$ cat config.mk
export PLATFORM = sky130hd
export DESIGN_NAME = alu_ctrl_flat
export DESIGN_NICKNAME = d
export VERILOG_FILES = /design/src/rtl/alu_ctrl_pkg.sv /design/src/rtl/alu_ctrl_if.sv /design/src/rtl/alu_flags_reg.sv /design/src/rtl/alu_ctrl.sv /design/src/flat_wrapper.sv
export SDC_FILE = /design/constraint.sdc
export NUM_CORES = 1
export LEC_CHECK = 0
export CAP_MARGIN = 40
export CORE_MARGIN = 2
export CORE_UTILIZATION = 42
export CTS_CLUSTER_SIZE = 14
export DETAILED_ROUTE_END_ITERATION = 7
export GPL_ROUTABILITY_DRIVEN = 0
export PLACE_DENSITY = 0.79
export SYNTH_ARGS = -nofsm -noshare
export SYNTH_HDL_FRONTEND = slang
export SYNTH_SLANG_ARGS = --single-unit
export TNS_END_PERCENT = 5
$ cat constraint.sdc
create_clock -name clk -period 1.6 [get_ports clk]
set_input_delay 0.16 -clock clk [delete_from_list [all_inputs] [get_ports clk]]
set_output_delay 0.16 -clock clk [all_outputs]
set_load 0.01 [all_outputs]
$ cat src/rtl/alu_ctrl_pkg.sv
// Shared types for the execute-stage controller: opcodes, FSM states, opcode width.
// Also holds a helper for ops that drive the alu in subtract mode.
package alu_ctrl_pkg;

    localparam int OP_BITS = 2;

    typedef enum logic [OP_BITS-1:0] {
        ADD  = 2'd0,
        SUB  = 2'd1,
        CMP  = 2'd2,
        ADDI = 2'd3
    } alu_op_t;

    typedef enum logic [1:0] {
        IDLE = 2'd0,
        READ = 2'd1,
        EXEC = 2'd2,
        WB   = 2'd3
    } alu_ctrl_state_t;

    function automatic logic op_is_sub(input alu_op_t op);
        return (op == SUB) || (op == CMP);
    endfunction

endpackage

$ cat src/rtl/alu_ctrl_if.sv
// Decoded-instruction handshake into the execute-stage controller.
// The master holds the fields steady while instr_valid is high; the slave accepts on valid && ready.
interface alu_ctrl_if
    import alu_ctrl_pkg::*;
#(
    parameter int DATA_BITS     = 8,
    parameter int REG_ADDR_BITS = 4
);
    logic                     instr_valid;
    logic                     instr_ready;
    logic [OP_BITS-1:0]       instr_op;
    logic [REG_ADDR_BITS-1:0] instr_rd;
    logic [REG_ADDR_BITS-1:0] instr_rs1;
    logic [REG_ADDR_BITS-1:0] instr_rs2;
    logic [DATA_BITS-1:0]     instr_imm;

    modport master (
        output instr_valid, instr_op, instr_rd, instr_rs1, instr_rs2, instr_imm,
        input  instr_ready
    );

    modport slave (
        input  instr_valid, instr_op, instr_rd, instr_rs1, instr_rs2, instr_imm,
        output instr_ready
    );
endinterface

$ cat src/rtl/alu_flags_reg.sv
// Architectural C/Z flag register (plus V under ALU_CTRL_OVERFLOW_EN), loaded when load is high.
// One-cycle update latency; no backpressure.
module alu_flags_reg (
    input  logic clk,
    input  logic rst_n,
    input  logic load,
    input  logic c_in,
    input  logic z_in,
`ifdef ALU_CTRL_OVERFLOW_EN
    input  logic v_in,
    output logic v,
`endif
    output logic c,
    output logic z
);

    always_ff @(posedge clk or negedge rst_n) begin
        if (!rst_n) begin
            c <= 1'b0;
            z <= 1'b0;
        end else if (load) begin
            c <= c_in;
            z <= z_in;
        end
    end

`ifdef ALU_CTRL_OVERFLOW_EN
    always_ff @(posedge clk or negedge rst_n) begin
        if (!rst_n)    v <= 1'b0;
        else if (load) v <= v_in;
    end
`endif

endmodule

$ cat src/rtl/alu_ctrl.sv
// Execute-stage controller around the alu: read operands, drive alu, write back, update flags.
// Accept-to-writeback 3 cycles, one instruction per 4; ready low while busy. ALU_CTRL_OVERFLOW_EN adds flag_v.
module alu_ctrl
    import alu_ctrl_pkg::*;
#(
    parameter int DATA_BITS     = 8,
    parameter int REG_ADDR_BITS = 4
) (
    input  logic                     clk,
    input  logic                     reset,
    alu_ctrl_if.slave                instr,
    output logic [REG_ADDR_BITS-1:0] rf_rd_addr_a,
    output logic [REG_ADDR_BITS-1:0] rf_rd_addr_b,
    input  logic [DATA_BITS-1:0]     rf_rd_data_a,
    input  logic [DATA_BITS-1:0]     rf_rd_data_b,
    output logic [DATA_BITS-1:0]     alu_a,
    output logic [DATA_BITS-1:0]     alu_b,
    output logic                     alu_cin,
    input  logic [DATA_BITS-1:0]     alu_result,
    input  logic                     alu_cout,
    input  logic                     alu_zero,
    output logic                     rf_we,
    output logic [REG_ADDR_BITS-1:0] rf_wr_addr,
    output logic [DATA_BITS-1:0]     rf_wr_data,
    output logic                     flag_c,
    output logic                     flag_z,
`ifdef ALU_CTRL_OVERFLOW_EN
    output logic                     flag_v,
`endif
    output logic                     done
);

    localparam int MSB = DATA_BITS - 1;

    alu_ctrl_state_t          state;
    alu_op_t                  op_q;
    logic [REG_ADDR_BITS-1:0] rd_q;
    logic [REG_ADDR_BITS-1:0] rs1_q;
    logic [REG_ADDR_BITS-1:0] rs2_q;
    logic [DATA_BITS-1:0]     imm_q;
    logic [DATA_BITS-1:0]     op_a;
    logic [DATA_BITS-1:0]     op_b;
    logic                     cin_q;
    logic                     ready_q;

    always_ff @(posedge clk or negedge reset) begin
        if (!reset) begin
            state   <= IDLE;
            op_q    <= ADD;
            rd_q    <= '0;
            rs1_q   <= '0;
            rs2_q   <= '0;
            imm_q   <= '0;
            op_a    <= '0;
            op_b    <= '0;
            cin_q   <= 1'b0;
            ready_q <= 1'b1;
            rf_we   <= 1'b0;
            done    <= 1'b0;
        end else begin
            case (state)
                IDLE: begin
                    if (instr.instr_valid && ready_q) begin
                        op_q    <= alu_op_t'(instr.instr_op);
                        rd_q    <= instr.instr_rd;
                        rs1_q   <= instr.instr_rs1;
                        rs2_q   <= instr.instr_rs2;
                        imm_q   <= instr.instr_imm;
                        ready_q <= 1'b0;
                        state   <= READ;
                    end
                end
                READ: begin
                    op_a  <= rf_rd_data_a;
                    op_b  <= (op_q == ADDI) ? imm_q : rf_rd_data_b;
                    cin_q <= op_is_sub(op_q);
                    state <= EXEC;
                end
                EXEC: begin
                    // Writeback strobes are registered so they line up with the alu's registered result.
                    rf_we <= (op_q != CMP);
                    done  <= 1'b1;
                    state <= WB;
                end
                WB: begin
                    rf_we   <= 1'b0;
                    done    <= 1'b0;
                    op_a    <= '0;
                    op_b    <= '0;
                    cin_q   <= 1'b0;
                    ready_q <= 1'b1;
                    state   <= IDLE;
                end
                default: state <= IDLE;
            endcase
        end
    end

    // In IDLE the sync register file must see the incoming sources so data is ready during READ.
    assign rf_rd_addr_a      = (state == IDLE) ? instr.instr_rs1 : rs1_q;
    assign rf_rd_addr_b      = (state == IDLE) ? instr.instr_rs2 : rs2_q;
    assign instr.instr_ready = ready_q;

    assign alu_a      = op_a;
    assign alu_b      = op_b;
    assign alu_cin    = cin_q;
    assign rf_wr_addr = rd_q;
    assign rf_wr_data = alu_result;

`ifdef ALU_CTRL_OVERFLOW_EN
    logic v_next;
    // Subtract overflows when operand signs differ; add when they match. Either way the result sign flips from a.
    assign v_next = (cin_q ? (op_a[MSB] != op_b[MSB]) : (op_a[MSB] == op_b[MSB]))
                    && (alu_result[MSB] != op_a[MSB]);
`endif

    alu_flags_reg u_flags (
        .clk   (clk),
        .rst_n (reset),
        .load  (state == WB),
        .c_in  (alu_cout),
        .z_in  (alu_zero),
`ifdef ALU_CTRL_OVERFLOW_EN
        .v_in  (v_next),
        .v     (flag_v),
`endif
        .c     (flag_c),
        .z     (flag_z)
    );

endmodule

$ cat src/flat_wrapper.sv
// flat-port wrapper written by rule: the top's interface ports become plain ports
module alu_ctrl_flat import alu_ctrl_pkg::*;
#(
    parameter int DATA_BITS     = 8,
    parameter int REG_ADDR_BITS = 4
)
  (clk, reset, rf_rd_addr_a, rf_rd_addr_b, rf_rd_data_a, rf_rd_data_b, alu_a, alu_b, alu_cin, alu_result, alu_cout, alu_zero, rf_we, rf_wr_addr, rf_wr_data, flag_c, flag_z, done, instr_instr_valid, instr_instr_op, instr_instr_rd, instr_instr_rs1, instr_instr_rs2, instr_instr_imm, instr_instr_ready);
  alu_ctrl_if #(.DATA_BITS(DATA_BITS), .REG_ADDR_BITS(REG_ADDR_BITS)) instr_i ();
  input  logic clk;
  input  logic reset;
  output logic [REG_ADDR_BITS-1:0] rf_rd_addr_a;
  output logic [REG_ADDR_BITS-1:0] rf_rd_addr_b;
  input  logic [DATA_BITS-1:0] rf_rd_data_a;
  input  logic [DATA_BITS-1:0] rf_rd_data_b;
  output logic [DATA_BITS-1:0] alu_a;
  output logic [DATA_BITS-1:0] alu_b;
  output logic alu_cin;
  input  logic [DATA_BITS-1:0] alu_result;
  input  logic alu_cout;
  input  logic alu_zero;
  output logic rf_we;
  output logic [REG_ADDR_BITS-1:0] rf_wr_addr;
  output logic [DATA_BITS-1:0] rf_wr_data;
  output logic flag_c;
  output logic flag_z;
  output logic done;
  input wire logic [$bits(instr_i.instr_valid)-1:0] instr_instr_valid;
  input wire logic [$bits(instr_i.instr_op)-1:0] instr_instr_op;
  input wire logic [$bits(instr_i.instr_rd)-1:0] instr_instr_rd;
  input wire logic [$bits(instr_i.instr_rs1)-1:0] instr_instr_rs1;
  input wire logic [$bits(instr_i.instr_rs2)-1:0] instr_instr_rs2;
  input wire logic [$bits(instr_i.instr_imm)-1:0] instr_instr_imm;
  output wire logic [$bits(instr_i.instr_ready)-1:0] instr_instr_ready;
  assign instr_i.instr_valid = instr_instr_valid;
  assign instr_i.instr_op = instr_instr_op;
  assign instr_i.instr_rd = instr_instr_rd;
  assign instr_i.instr_rs1 = instr_instr_rs1;
  assign instr_i.instr_rs2 = instr_instr_rs2;
  assign instr_i.instr_imm = instr_instr_imm;
  assign instr_instr_ready = instr_i.instr_ready;
  alu_ctrl #(.DATA_BITS(DATA_BITS), .REG_ADDR_BITS(REG_ADDR_BITS)) u_core (.clk(clk), .reset(reset), .instr(instr_i), .rf_rd_addr_a(rf_rd_addr_a), .rf_rd_addr_b(rf_rd_addr_b), .rf_rd_data_a(rf_rd_data_a), .rf_rd_data_b(rf_rd_data_b), .alu_a(alu_a), .alu_b(alu_b), .alu_cin(alu_cin), .alu_result(alu_result), .alu_cout(alu_cout), .alu_zero(alu_zero), .rf_we(rf_we), .rf_wr_addr(rf_wr_addr), .rf_wr_data(rf_wr_data), .flag_c(flag_c), .flag_z(flag_z), .done(done));
endmodule
==> impl_metrics.py, run 1 <==
metrics = {
    "routing": {
        "final_antenna_net_count": 0,
        "first_iter_violations": 89,
        "vias": 1502,
        "drcViolationCount": 0,
        "wl_per_cell_um": 14.4,
        "wl_mm": 4.49,
        "drt-pass1-iter-count": 4,
        "viasPerCell": 4.81,
    },
    "clock_tree": {
        "ctsHtreeMaxLevel": 2,
        "cts_setup_buffers": 0,
        "clk_pin_slew_ns": 0.08,
        "cts_tree": "done",
        "clockBufferDepth": 2,
        "numCtsBuffers": 5,
        "cts_sinks": 46,
        "clk_latency_ns": 0.29,
        "cts_root_buf": "clkbuf_8",
    },
    "cells_and_area": {
        "area_growth_pct": 47.2,
        "layout-drive-gt1-share": 0.277,
        "n_antenna_cell": 0,
        "final_area_um2": 3230,
        "stdcell_count": 312,
        "nNetsFinal": 300,
    },
    "synth": {
        "synth_edf_count": 0,
        "ys_ff_latch": 46,
        "yosys_warnings": 0,
        "synth_fp_nets": 222,
        "postSynthAreaPerCell_um2": 13.5,
        "seq_area_frac_synth": 0.525,
        "synth.distinct_cells": 20,
        "netlist_area_um2": 2200,
        "synthArstFlopShare": 1.00,
        "ys.flop_type": "dfrtp_1",
        "synth_cells": 163,
    },
    "critical_path": {
        "rr_worst_depth": 6,
        "cp-startpoint": "u_core.state[0]$_DFFE_PN0P_",
        "cp-start-kind": "flip-flop",
        "crit_arrival_ns": 1.47,
        "regToRegSetupSlack_ns": 0.07,
        "required_ns": 1.44,
        "r2r_start": "u_core.state[0]$_DFFE_PN0P_",
        "end_kind": "output port",
        "crit_type": "reg -> out",
        "crit_fanout": 8,
        "r2r-end": "u_core.rs1_q[2]$_DFFE_PN0P_",
    },
    "timing": {
        "hold_viol_final": 0,
        "setup_tns_ns": -0.262,
        "setup_ws_ns": -0.0338,
        "grt_setup_unrepaired": "true",
        "clock.fmax_mhz": 612,
        "drv_slew": 0,
        "slew_headroom": 0.629,
        "finalCritPeriodShare": 1.02,
        "final-setup-viol-count": 8,
        "clock_skew_ns": 0.00804,
        "finalCriticalPeriod_ns": 1.63,
        "hold_ws_ns": 0.320,
        "tightest_slew_ns": 0.557,
    },
    "floorplanning": {
        "dieArea_um2": 5820,
        "num_rows": 26,
        "die_h_um": 76.3,
        "start_util": 0.433,
        "io_pins": 93,
        "fp.dieW_um": 76.3,
        "coreArea_um2": 5070,
    },
    "min_path": {
        "whs_path_depth": 0,
        "hp-class": "in -> out",
        "worstHoldEndpoint": "rf_wr_data[5]",
        "hp-start": "alu_result[5]",
    },
    "place": {
        "dpl.cell_count": 303,
        "place_hpwl_mm": 3.27,
        "port_buffers": 76,
        "postPlaceCellArea_um2": 3050,
    },
    "power_and_ir_drop": {
        "vdd.ir_drop.worst_mv": 1.13,
        "power.leakage_nw": 1.47,
        "pwr_density_cell_nw_per_um2": 1970,
    },
    "outcome": {
        "status": "finished, violations left",
        "violations": "setup timing",
    },
    "flow_run": {
        "drv_cap": 0,
    },
    "global_route": {
        "grt_usage": 0.163,
        "grt_overflow": 0,
        "grt_pass1_vias": 1509,
        "antenna_found_initial": 0,
        "grt_pass1_wl_mm": 7.64,
        "grt_start_max_net_pins": 26,
    },
}
-- cell usage after synthesis (3+ instances only) --
cell | count | share of area
mux2_4 | 20 | 0.14
buf_4 | 10 | 0.034
mux2i_1 | 16 | 0.073
nor2_1 | 19 | 0.032
ha_1 | 8 | 0.046
buf_2 | 4 | 0.0091
mux2_2 | 13 | 0.067
dfrtp_1 | 45 | 0.51
nand2_1 | 3 | 0.0051
inv_1 | 4 | 0.0068
a211oi_1 | 8 | 0.027
-- placed cells by master, fill, tap and decap left out --
cell type,synthesis,final
inv_1,4,2
a211oi_1,8,8
ha_4,0,1
o21ai_0,2,2
nor2_1,19,19
nand2_1,3,3
ha_1,8,7
clkinvlp_4,0,2
clkdlybuf4s50_1,0,66
buf_12,0,4
buf_6,2,9
o31ai_1,2,2
dlygate4sd2_1,0,1
mux2i_1,16,16
dfstp_2,1,1
nand3_2,1,1
bufinv_16,0,1
clkbuf_8,0,5
mux2_2,13,5
a21boi_2,0,1
buf_4,10,6
dfrtp_1,45,45
mux2_4,20,28
nor3_1,1,1
inv_2,0,2
buf_2,4,1
a21oi_1,2,2
dlygate4sd3_1,0,1
-- power by group --
part	total (W)	internal, W	switching [W]
clock	0.000857	0.000465	0.000392
sequential	0.00206	0.00174	0.000321
combinational	0.00346	0.00211	0.00135
-- routing by layer --
metal / track usage / vias to the layer above / part of all wire
li1: - / 709 / -
met1: 0.222 / 738 / 0.44
met2: 0.259 / 50 / 0.49
met3: 0.0427 / 5 / 0.057
met4: 0.0455 / 0 / 0.0094
met5: 0 / - / 0
-- state kept, by name, summed over array words and instances, names as in the netlist, 2 cells and up --
register,cells
u_core.alu_a,8
u_core.alu_b,8
u_core.rs2_q,4
u_core.state,2
u_core.op_q,2
u_core.imm_q,8
u_core.rs1_q,4
u_core.rf_wr_addr,4
-- kinds of logic (layout without fill, tap and decap cells) --
logic type,after synthesis,in the layout,synth area share
buffers and inverters,21,100,0.0621
DFF,46,46,0.525
and+or+nand+nor,24,24,0.0444
AOI/OAI and AO/OA,15,15,0.0467
muxes,49,49,0.276
adders and majority gates,8,8,0.0456
-- worst max-delay path, stage by stage, from the launching register on --
cell     delay [ns]
dfrtp_1        0.40
inv_2          0.08
ha_4           0.15
buf_12         0.13
mux2_4         0.30
buf_6          0.12
-- stage by stage --
step | utilization | total power, W | setup WS [ns]
after floorplan | - | 0.00391 | 0.126
after global placement | 0.601 | 0.00526 | -0.125
after detailed placement | 0.601 | 0.00538 | -0.175
after CTS | 0.636 | 0.00644 | -0.0677
after global routing | 0.637 | 0.00681 | -0.113
final | 0.637 | 0.00638 | -0.0338
-- worst max-delay path by stage --
| stage | slack [ns] | cells past startpoint | end |
|---|---|---|---|
| 3_3_place_gp | -0.13 | 5 | rf_rd_addr_a[1] |
| 2_1_floorplan | 0.13 | 4 | u_core.state[1]$_DFFE_PN0P_ |
| 3_5_place_dp | -0.17 | 5 | rf_rd_addr_b[3] |
| 4_1_cts | -0.07 | 5 | rf_rd_addr_b[3] |
| 5_1_grt | -0.11 | 5 | rf_rd_addr_a[1] |
| 6_report | -0.03 | 5 | rf_rd_addr_b[3] |
-- repair_timing --
item,4_1_cts,5_1_grt
pin swaps,1,1
endpoints found under the setup margin,9,18
hold buffers,1,0
gates resized for setup,53,3
gates cloned,0,0
hold endpoints to repair,23,0
-- area by class of cell --
type / instances / area, um2
clock inverter: 3 / 45.0
fill: 401 / 1840
clock buffer: 5 / 68.8
tap: 70 / 87.6
multi-input combinational: 96 / 953
inverter: 4 / 15.0
sequential: 46 / 1150
timing repair buffer: 88 / 911
Power figures use the tool's default switching activity.
==> run 2, diff against run 1 <==
Settings changed: ABC_AREA from default to 1, CORE_UTILIZATION 42 to 44, CTS_BUF_LIST from default to sky130_fd_sc_hd__clkbuf_4 sky130_fd_sc_hd__clkbuf_8, PLACE_DENSITY 0.79 to 0.82.
==> impl_metrics.py, run 2 <==
metrics = {
    "timing": {
        "grt_setup_unrepaired": "false",
        "slew_headroom": 0.687,
        "final-setup-viol-count": 0,
        "finalCritPeriodShare": 0.916,
        "finalCriticalPeriod_ns": 1.47,
        "clock_skew_ns": 0.00922,
        "setup_tns_ns": 0,
        "hold_ws_ns": 0.320,
        "hold_viol_final": 0,
        "clock.fmax_mhz": 682,
        "drv_slew": 0,
        "tightest_slew_ns": 0.470,
    },
    "routing": {
        "first_iter_violations": 93,
        "drt-pass1-iter-count": 4,
        "drcViolationCount": 0,
        "final_antenna_net_count": 0,
        "viasPerCell": 4.50,
        "wl_per_cell_um": 11.5,
        "vias": 1832,
        "wl_mm": 4.69,
    },
    "synth": {
        "yosys_warnings": 0,
        "ys_top_cells_by_count": "118 x nand2_1, 45 x dfrtp_1, 29 x inv_1",
        "synth.distinct_cells": 17,
        "synthArstFlopShare": 1.00,
        "netlist_area_um2": 2270,
        "synth_cells": 262,
        "yosysMostFrequentCell": "nand2_1",
        "synth_edf_count": 0,
        "postSynthAreaPerCell_um2": 8.68,
        "ys.flop_type": "dfrtp_1",
        "yosys.area.top_type_share": 0.495,
        "yosys-top-cells-area": "dfrtp_1 50%, nand2_1 19%, o21ai_2 8.5%",
        "synth_fp_nets": 321,
        "seq_area_frac_synth": 0.507,
        "yosys.area.top_type": "dfrtp_1",
        "ys_ff_latch": 46,
    },
    "critical_path": {
        "path_cells": "inv_2, ha_4, inv_8, o21ai_1, buf_2",
        "crit_fanout": 16,
        "required_ns": 1.44,
        "crit_type": "reg -> out",
        "cp-start-kind": "flip-flop",
        "crit_arrival_ns": 1.31,
        "critPathMaxStageDelay_ns": 0.41,
        "critPathSlowestCell": "dfrtp_1",
        "end_kind": "output port",
    },
    "global_route": {
        "grt_start_max_net_pins": 46,
        "grt_pass1_wl_mm": 7.94,
        "grt_pass1_vias": 1820,
        "antenna_found_initial": 0,
        "grt_usage": 0.183,
        "grt_overflow": 0,
    },
    "power_and_ir_drop": {
        "intPower_w": 0.00162,
        "power_frac_clock": 0.353,
        "switchingPower_w": 0.000457,
        "switching_share": 0.220,
        "power.leakage_nw": 1.53,
        "vdd.ir_drop.worst_mv": 0.380,
        "combPwrFrac": 0.087,
        "power_frac_seq": 0.559,
        "pwr_density_cell_nw_per_um2": 663,
    },
    "floorplanning": {
        "dieArea_um2": 5760,
        "coreArea_um2": 5040,
        "io_pins": 93,
        "start_util": 0.451,
        "num_rows": 26,
        "die_h_um": 75.9,
        "fp.dieW_um": 75.9,
    },
    "outcome": {
        "status": "finished, final reports clean",
    },
    "clock_tree": {
        "cts_sinks": 46,
        "cts_root_buf": "clkbuf_8",
        "numCtsBuffers": 5,
        "cts_setup_buffers": 0,
        "ctsHtreeMaxLevel": 2,
        "clockBufferDepth": 2,
        "clk_latency_ns": 0.30,
        "clk_pin_slew_ns": 0.08,
        "cts_tree": "done",
    },
    "cells_and_area": {
        "area_growth_pct": 37.8,
        "fill_cells": 468,
        "layout-drive-gt1-share": 0.166,
        "final_cell_mix": "118 x nand2_1, 66 x clkdlybuf4s50_1, 45 x dfrtp_1, 26 x inv_1, 22 x o21ai_2",
        "nNetsFinal": 395,
        "layout_commonest_cell": "nand2_1",
        "stdcell_count": 407,
        "n_antenna_cell": 0,
    },
    "place": {
        "dpl.cell_count": 398,
        "place_hpwl_mm": 3.54,
        "port_buffers": 76,
    },
    "min_path": {
        "hp-class": "in -> out",
    },
    "flow_run": {
        "drv_cap": 0,
    },
}
[run 2: path summary, 6_finish.rpt]
path / slack [ns] / cells past startpoint / start / endpoint
max in group asynchronous: 0.67 / 3 / reset / u_core.instr.instr_ready$_DFFE_PN1P_
worst min-delay path: 0.32 / 0 / alu_result[6] / rf_wr_data[6]
worst max-delay path: 0.13 / 5 / u_core.state[1]$_DFFE_PN0P_ / rf_rd_addr_b[0]
worst max register to register: 0.17 / 7 / u_core.state[1]$_DFFE_PN0P_ / u_core.alu_b[1]$_DFFE_PN0P_
min in group asynchronous: 0.35 / 2 / reset / u_core.imm_q[0]$_DFFE_PN0P_
worst min register to register: 0.48 / 2 / u_core.alu_a[5]$_DFFE_PN0P_ / u_core.alu_a[5]$_DFFE_PN0P_
[run 2: power by group through the flow]
| stage | sequential (W) | clock (W) | combinational [W] |
|---|---|---|---|
| finish | 0.00116 | 0.000734 | 0.000181 |
| global route | 0.00116 | 0.000806 | 0.000202 |
| CTS | 0.00116 | 0.000762 | 0.000192 |
| detailed placement | 0.00118 | 0 | 0.000191 |
| global placement | 0.00118 | 0 | 0.000189 |
| floorplan | 0.00118 | 0 | 0.0000563 |
[run 2: layer usage]
layer | GRT usage | part of all wire
met5 | 0 | 0
met4 | 0.0663 | 0.013
met3 | 0.0556 | 0.061
met2 | 0.305 | 0.48
met1 | 0.223 | 0.44
[run 2: final cells by class]
cell class,count,area [um2],share of cell area
flip-flops and latches,46,1150,0.368
well taps,70,87.6,0.0280
inverters,30,120,0.0383
repair buffers,83,795,0.254
clock inverters,2,12.5,0.00399
multi-input cells,170,883,0.282
clock buffers,6,82.6,0.0264
[run 2: cells by family after synthesis]
kind of cell | Yosys count | share of synthesized area
AOI/OAI and AO/OA | 35 | 0.113
adders and majority gates | 8 | 0.0440
buffers and inverters | 46 | 0.111
DFF | 46 | 0.507
and+or+nand+nor | 127 | 0.225
[run 2: worst max-delay path: cells and delay by family, from the launching register on]
family | cells | cell delay (ns)
buf+inv | 3 | 0.28
flops | 1 | 0.41
fa+ha+maj | 1 | 0.16
compound gates | 1 | 0.15
[run 2: what timing repair did]
item	CTS	global route
endpoints found under the hold margin	19	0
gates resized for setup	37	13
pin swaps	0	1
hold buffers	1	0
endpoints found under the setup margin	9	11
[run 2: stage by stage]
stage / utilization / area (um2) / setup slack (ns) / power (W)
floorplan: - / 2270 / 0.250 / 0.00124
global placement: 0.604 / 3050 / -0.114 / 0.00137
detailed placement: 0.604 / 3050 / -0.213 / 0.00138
CTS: 0.627 / 3160 / -0.0363 / 0.00212
global route: 0.621 / 3130 / 0.0319 / 0.00217
finish: 0.621 / 3130 / 0.134 / 0.00208
==> run 3, diff against run 2 <==
Settings changed: MAX_ROUTING_LAYER from default to met4.
==> impl_metrics.py, run 3 (synthesis gave the netlist of run 2 again) <==
metrics = {
    "timing": {
        "finalCritPeriodShare": 0.921,
        "final-setup-viol-count": 0,
        "slew_headroom": 0.687,
        "clock.fmax_mhz": 678,
        "hold_viol_final": 0,
        "finalCriticalPeriod_ns": 1.47,
        "tightest_slew_ns": 0.470,
        "clock_skew_ns": 0.00922,
        "hold_ws_ns": 0.320,
        "grt_setup_unrepaired": "false",
        "drv_slew": 0,
    },
    "critical_path": {
        "crit_arrival_ns": 1.31,
        "cp-start-kind": "flip-flop",
        "crit_fanout": 16,
        "cp-startpoint": "u_core.state[1]$_DFFE_PN0P_",
        "end_kind": "output port",
        "r2r_start": "u_core.state[1]$_DFFE_PN0P_",
        "required_ns": 1.44,
        "crit_type": "reg -> out",
    },
    "routing": {
        "viasPerCell": 4.51,
        "wl_met2_mm": 2.28,
        "wl_per_cell_um": 11.5,
        "wl_mm": 4.70,
        "first_iter_violations": 96,
        "met3WireLength_um": 279,
        "drt-met1-wl_mm": 2.08,
        "drt-pass1-iter-count": 4,
        "drcViolationCount": 0,
        "topRoutingLayerUsed": "met4",
        "final_antenna_net_count": 0,
        "vias": 1835,
    },
    "cells_and_area": {
        "layout-drive-gt1-share": 0.166,
        "final_util": 0.621,
        "nNetsFinal": 395,
        "final_area_um2": 3130,
        "layout_commonest_cell": "nand2_1",
        "area_growth_pct": 37.8,
        "fill_cells": 468,
        "n_antenna_cell": 0,
        "final_cell_mix": "118 x nand2_1, 66 x clkdlybuf4s50_1, 45 x dfrtp_1, 26 x inv_1, 22 x o21ai_2",
    },
    "power_and_ir_drop": {
        "power_w": 0.00208,
        "vdd.ir_drop.worst_mv": 0.380,
        "pwr_density_cell_nw_per_um2": 663,
        "power.leakage_nw": 1.53,
    },
    "global_route": {
        "grt_start_max_net_pins": 46,
        "grt_pass1_wl_mm": 7.94,
        "grt_overflow": 0,
        "grt_pass1_vias": 1821,
        "grt_usage": 0.188,
        "antenna_found_initial": 0,
    },
    "floorplanning": {
        "num_rows": 26,
        "coreArea_um2": 5040,
        "dieArea_um2": 5760,
        "fp.dieW_um": 75.9,
        "io_pins": 93,
        "start_util": 0.451,
        "die_h_um": 75.9,
    },
    "flow_run": {
        "drv_cap": 0,
    },
    "min_path": {
        "hp-class": "in -> out",
        "hp-start": "alu_result[6]",
    },
    "clock_tree": {
        "clk_latency_ns": 0.30,
        "cts_sinks": 46,
        "clk_pin_slew_ns": 0.08,
        "ctsHtreeMaxLevel": 2,
        "cts_tree": "done",
        "cts_root_buf": "clkbuf_8",
        "numCtsBuffers": 5,
        "clockBufferDepth": 2,
    },
    "place": {
        "port_buffers": 76,
        "postPlaceCellArea_um2": 3050,
        "place_hpwl_mm": 3.54,
    },
    "outcome": {
        "status": "finished, final reports clean",
    },
}
==> run 3: cell counts in the layout (fill, tap and decap cells not counted) <==
No cell type changed its count.
==> run 3: final timing paths <==
check	slack [ns]	endpoint	cells past startpoint
max in group asynchronous	0.67	u_core.instr.instr_ready$_DFFE_PN1P_	3
setup reg to reg	0.16	u_core.alu_b[1]$_DFFE_PN0P_	7
setup / recovery	0.13	rf_rd_addr_b[0]	6
min in group asynchronous	0.35	u_core.imm_q[0]$_DFFE_PN0P_	2
hold / removal	0.32	rf_wr_data[6]	0
hold reg to reg	0.48	u_core.alu_a[5]$_DFFE_PN0P_	2
==> run 3: metal layers <==
metal / global-route usage / vias up
met1: 0.224 / 829
li1: - / 937
met5: - / -
met3: 0.0542 / 7
met4: 0.0663 / 0
met2: 0.305 / 62
==> run 3: through the flow <==
step                      setup TNS (ns)  setup slack (ns)  cells
after floorplan                        0             0.250    262
after global placement            -0.881            -0.114    398
after detailed placement           -1.47            -0.213    398
after CTS                         -0.187           -0.0363    407
after global routing                   0            0.0319    407
final                                  0             0.126    407
==> run 3: final cells by class <==
| cell class | count | area, um2 | area share |
|---|---|---|---|
| flip-flops and latches | 46 | 1150 | 0.368 |
| multi-input cells | 170 | 883 | 0.282 |
| clock buffers | 6 | 82.6 | 0.0264 |
| inverters | 30 | 120 | 0.0383 |
| clock inverters | 2 | 12.5 | 0.00399 |
| well taps | 70 | 87.6 | 0.0280 |
| repair buffers | 83 | 795 | 0.254 |
==> run 3: repair_timing <==
action,in CTS,in global routing
endpoints found under the hold margin,19,0
pin swaps,0,1
endpoints found under the setup margin,9,11
setup buffers,0,0
gates resized for setup,37,13
hold buffers,1,0
==> run 3: power by group <==
| part | switching, W | total (W) | internal [W] |
|---|---|---|---|
| clock network | 0.000386 | 0.000733 | 0.000347 |
| registers | 0 | 0.00116 | 0.00116 |
| logic | 0.0000703 | 0.000181 | 0.000111 |
| total | 0.000456 | 0.00208 | 0.00162 |
==> run 3: critical path: stages (launching register included) <==
cell and delay [ns]:
dfrtp_1 0.40, inv_2 0.06, ha_4 0.18, inv_8 0.09
nand2_1 0.06, o21ai_1 0.09, buf_2 0.15
